**src/rtl/input_row_loader.sv**
```systemverilog
// Steers a 32-bit activation stream into ROWS row buffers, row 0 first.
// Optional macro ILOAD_TLAST_ABORT_EN: early tlast aborts the tile load.
module input_row_loader #(
    parameter int ROWS          = 32,
    parameter int WORDS_PER_ROW = 7,
    parameter int DATA_W        = 32
) (
    input  logic              clk,
    input  logic              nrst,
    input  logic              start,
    input  logic              hold,
    input  logic [DATA_W-1:0] s_axis_tdata,
    input  logic              s_axis_tvalid,
    input  logic              s_axis_tlast,
    output logic              s_axis_tready,
    output logic [ROWS-1:0]   row_wr_en,
    output logic [DATA_W-1:0] row_data,
    output logic              busy,
    output logic              tile_done,
    output logic              err_tlast
);

    localparam int RW = (ROWS > 1) ? $clog2(ROWS) : 1;
    localparam int WW = (WORDS_PER_ROW > 1) ? $clog2(WORDS_PER_ROW) : 1;

`ifdef ILOAD_TLAST_ABORT_EN
    localparam bit ABORT_EN = 1'b1;
`else
    localparam bit ABORT_EN = 1'b0;
`endif

    typedef enum logic [1:0] {
        IDLE,
        LOAD,
        DONE
    } state_t;

    state_t        state;
    state_t        state_nx;
    logic [RW-1:0] row_cnt;
    logic [WW-1:0] word_cnt;
    logic          hs;
    logic          last_word;
    logic          last_row;
    logic          final_pos;
    logic          mism;
    logic          abort;

    assign s_axis_tready = (state == LOAD) && !hold;
    assign busy          = (state == LOAD);
    assign tile_done     = (state == DONE);

    assign hs        = s_axis_tvalid && s_axis_tready;
    assign last_word = (word_cnt == WW'(WORDS_PER_ROW - 1));
    assign last_row  = (row_cnt == RW'(ROWS - 1));
    assign final_pos = last_word && last_row;
    assign mism      = hs && (s_axis_tlast != final_pos);
    // Early tlast only; a missing tlast on the final beat never aborts
    assign abort     = ABORT_EN && mism && s_axis_tlast;

    always_ff @(posedge clk or negedge nrst) begin
        if (!nrst) begin
            state <= IDLE;
        end else begin
            state <= state_nx;
        end
    end

    always_comb begin
        state_nx = state;
        unique case (state)
            IDLE: begin
                if (start) begin
                    state_nx = LOAD;
                end
            end
            LOAD: begin
                if (hs && final_pos) begin
                    state_nx = DONE;
                end else if (abort) begin
                    state_nx = IDLE;
                end
            end
            DONE: begin
                state_nx = IDLE;
            end
            default: begin
                state_nx = IDLE;
            end
        endcase
    end

    always_ff @(posedge clk or negedge nrst) begin
        if (!nrst) begin
            row_cnt   <= '0;
            word_cnt  <= '0;
            row_wr_en <= '0;
            row_data  <= '0;
            err_tlast <= 1'b0;
        end else begin
            row_wr_en <= '0;
            if (state == IDLE && start) begin
                row_cnt   <= '0;
                word_cnt  <= '0;
                err_tlast <= 1'b0;
            end
            if (hs) begin
                row_wr_en <= ROWS'(1) << row_cnt;
                row_data  <= s_axis_tdata;
                if (mism) begin
                    err_tlast <= 1'b1;
                end
                if (abort || final_pos) begin
                    row_cnt  <= '0;
                    word_cnt <= '0;
                end else if (last_word) begin
                    word_cnt <= '0;
                    row_cnt  <= row_cnt + RW'(1);
                end else begin
                    word_cnt <= word_cnt + WW'(1);
                end
            end
        end
    end

endmodule

```
**config.mk**
```make
export PLATFORM = sky130hd
export DESIGN_NAME = input_row_loader
export DESIGN_NICKNAME = d
export VERILOG_FILES = /design/src/rtl/input_row_loader.sv
export SDC_FILE = /design/constraint.sdc
export NUM_CORES = 1
export LEC_CHECK = 0
export BUFFER_PORTS_ARGS = -buffer_cell sky130_fd_sc_hd__buf_2
export CAP_MARGIN = 30
export CORE_UTILIZATION = 35
export DETAILED_ROUTE_END_ITERATION = 10
export SYNTH_ARGS = -nofsm -noshare
export SYNTH_HDL_FRONTEND = slang
export SYNTH_SLANG_ARGS = --single-unit
```
**constraint.sdc**
```tcl
create_clock -name clk -period 1.7 [get_ports clk]
set_clock_uncertainty 0.2 [all_clocks]
set_input_delay 0.255 -clock clk [delete_from_list [all_inputs] [get_ports clk]]
set_output_delay 0.255 -clock clk [all_outputs]
set_load 0.1 [all_outputs]
```
==> flow_summary_export.csv <==
group,metric,value,unit
outcome,outcome,"complete, no violations",
logic_synthesis,synth_top_area_share,0.647,
clock_tree,root_buffer,"clkbuf_8",
sta,hold_viol,0,
die,num_rows,32,
final_layout,fin_cells,549,
logic_synthesis,ys.flop_type,"dfrtp_1",
sta,fmax,598,MHz
logic_synthesis,synth_edf_count,0,
critical_path,start_kind,"register",
min_path,hold_path.class,"in2reg",
global_route,grt_pass1_vias,2244,
critical_path,critical_path_class,"reg2out",
logic_synthesis,synthCells,287,
critical_path,r2r_setup_slack,50,ps
route,dr.pass1.iters,4,
job,drv_cap,0,
placed_design,dpl_worst_slack,-17.7,ps
logic_synthesis,ys_ff_latch,75,
min_path,min-delay-start,"s_axis_tvalid",
die,core_area,0.00789,mm^2
sta,layout_min_cycle_time,1670,ps
logic_synthesis,synth_cell_types,32,
clock_tree,clk_path_buf_depth,2,
critical_path,cp.arrival,1220,ps
route,vias,2440,
clock_tree,cts_made_buffers,9,
clock_tree,cts_tree,"yes",
route,drc,0,
logic_synthesis,synth_warnings,0,
final_layout,layout-drive-gt1-share,0.336,
critical_path,required,1240,ps
final_layout,ff_latch_area,0.00188,mm^2
logic_synthesis,synth.net_count,332,
route,antenna_left,0,
sta,timing.final.ws_setup,27.9,ps
final_layout,final_cell_area,0.00438,mm^2
sta,setup_viol,0,
final_layout,diodes,0,
final_layout,nNetsFinal,487,
logic_synthesis,syn_area,0.00290,mm^2
global_route,grt_antenna_before_repair,0,
clock_tree,path_clk_slew,80,ps
placed_design,gp_congestion,0.718,
power,peakVddDrop,0.613,mV
route,drt_wl_total,6860,um
clock_tree,worstSkewPairLatency,350,ps
logic_synthesis,ys_seq_area_frac,0.647,
final_layout,syn_to_final_growth,51.0,%
critical_path,worstPathCellList,"buf_4, nor2b_2, buf_12",
final_layout,multi_input_area,0.00101,mm^2
die,die_y,93.1,um
placed_design,place_area,0.00368,mm^2
route,via_per_inst,4.44,
route,drt_iter0_markers,95,
sta,tightest_slew,500,ps
clock_tree,ctsHtreeMaxLevel,3,
global_route,grt_pass1_wl,11000,um
critical_path,reg2reg_to,"row_cnt[3]$_DFF_PN0_",
min_path,hold_end,"row_cnt[2]$_DFF_PN0_",
power,leakage,2.35,nW
clock_tree,cts.sinks,75,
die,ios,106,
critical_path,crit_path_max_fanout,3,
critical_path,critPathSlowestCell,"dfrtp_1",
power,p_per_area,1230,mW/mm^2
placed_design,placed_cells,495,
die,die_area,0.00866,mm^2
sta,max_slew_margin,0.669,
die,die_width,93.1,um
sta,rsz0062_at_grt,"yes",
placed_design,port_buffers,105,
sta,fin_crit_sh,0.984,
logic_synthesis,ys_top_cells_by_area,"dfrtp_1 (65%), nand2_1 (14%), nor2_1 (4.3%)",
logic_synthesis,synthTopCellsByCount,"nand2_1 (110), dfrtp_1 (75), nor2_1 (33), buf_2 (7), ha_1 (7)",
logic_synthesis,synth.avg_cell_area,10.1,um^2
final_layout,fillers,699,
critical_path,cp-end-kind,"output port",
sta,maxSlewViolCount,0,
critical_path,max_stage_delay,380,ps
logic_synthesis,async_flop_share,1.00,
logic_synthesis,yosysMostFrequentCell,"nand2_1",
route,post_drt_wl_per_cell,12.5,um
critical_path,rr_startpoint,"row_cnt[1]$_DFF_PN0_",
die,start_util,0.368,
global_route,grt_usage,0.167,
placed_design,hpwl,4420,um
global_route,gr-total-overflow,0,
min_path,min_path_cells,4,
global_route,grt_max_degree,76,
critical_path,r2r_cells,6,
logic_synthesis,synth_top_area_cell,"dfrtp_1",
==> sequential cells by signal, summed over array words and instances (netlist names) <==
register	count
state	2
row_data	32
err_tlast	1
row_wr_en	32
row_cnt	5
word_cnt	3
==> metal layers <==
metal	wire, um	global-route usage	vias up
met1	3140	0.220	1135
li1	-	-	1215
met4	129	0.0808	0
met5	0	0	-
met3	336	0.0358	10
met2	3250	0.261	80
==> worst max path at each step <==
stage | from | endpoint | cells after the start
3_3_place_gp | row_cnt[0]$_DFF_PN0_ | row_cnt[3]$_DFF_PN0_ | 6
3_5_place_dp | row_cnt[0]$_DFF_PN0_ | row_cnt[3]$_DFF_PN0_ | 6
4_1_cts | row_cnt[1]$_DFF_PN0_ | row_cnt[3]$_DFF_PN0_ | 6
5_1_grt | row_cnt[1]$_DFF_PN0_ | row_cnt[3]$_DFF_PN0_ | 6
6_report | state[1]$_DFFE_PN0P_ | tile_done | 3
2_1_floorplan | state[1]$_DFFE_PN0P_ | s_axis_tready | 2
==> repair_timing <==
action | in CTS | in global routing
pin swaps | 4 | 2
setup endpoints to repair | 3 | 11
hold buffers | 34 | 0
setup buffers | 3 | 1
resized for setup | 7 | 4
endpoints found under the hold margin | 108 | 0
cloned | 0 | 0
==> critical path: cells and delay by family, from the launching register on <==
| kind | cells | cell delay (ps) |
|---|---|---|
| DFF | 1 | 380 |
| and+or+nand+nor | 1 | 180 |
| buffers and inverters | 2 | 320 |
==> where the power goes <==
part           internal (mW)  switching [mW]  total [mW]
logic                  0.348            1.15        1.49
clock network           1.21           0.636        1.84
registers               1.94           0.104        2.04
==> cell families after synthesis <==
kind of cell	synth area share
AOI/OAI and AO/OA	0.0345
xor gates and xnor gates	0.00302
adders and majority gates	0.0302
buffers and inverters	0.0250
DFF	0.647
muxes	0.0103
and+or+nand+nor	0.250
==> layout by cell type, fill, tap and decap left out, drive strengths merged, types with 5 or more instances in the layout <==
cell type,n
ha,7
nor2,33
dlygate4sd3,34
nand2b,6
buf,122
inv,5
nand2,110
o21ai,6
clkbuf,12
dfrtp,75
==> stage by stage <==
| stage | setup TNS (ps) | hold WS (ps) | util | power (mW) |
|---|---|---|---|---|
| after floorplan | -165 | -241 | - | 3.15 |
| after global placement | 0 | 103 | 0.467 | 3.49 |
| after detailed placement | -17.7 | 104 | 0.467 | 3.51 |
| after CTS | -1.78 | 130 | 0.553 | 5.43 |
| after global routing | -54.3 | 193 | 0.556 | 5.62 |
| final | 0 | 165 | 0.556 | 5.38 |
==> final cells by class <==
cell class,instances,area share
Clock buffer,12,0.0354
Clock inverter,4,0.0274
Inverter,5,0.00428
Multi-Input combinational cell,195,0.231
Sequential cell,75,0.428
Tap cell,102,0.0291
Timing Repair Buffer,156,0.244
Power figures use the tool's default switching activity.
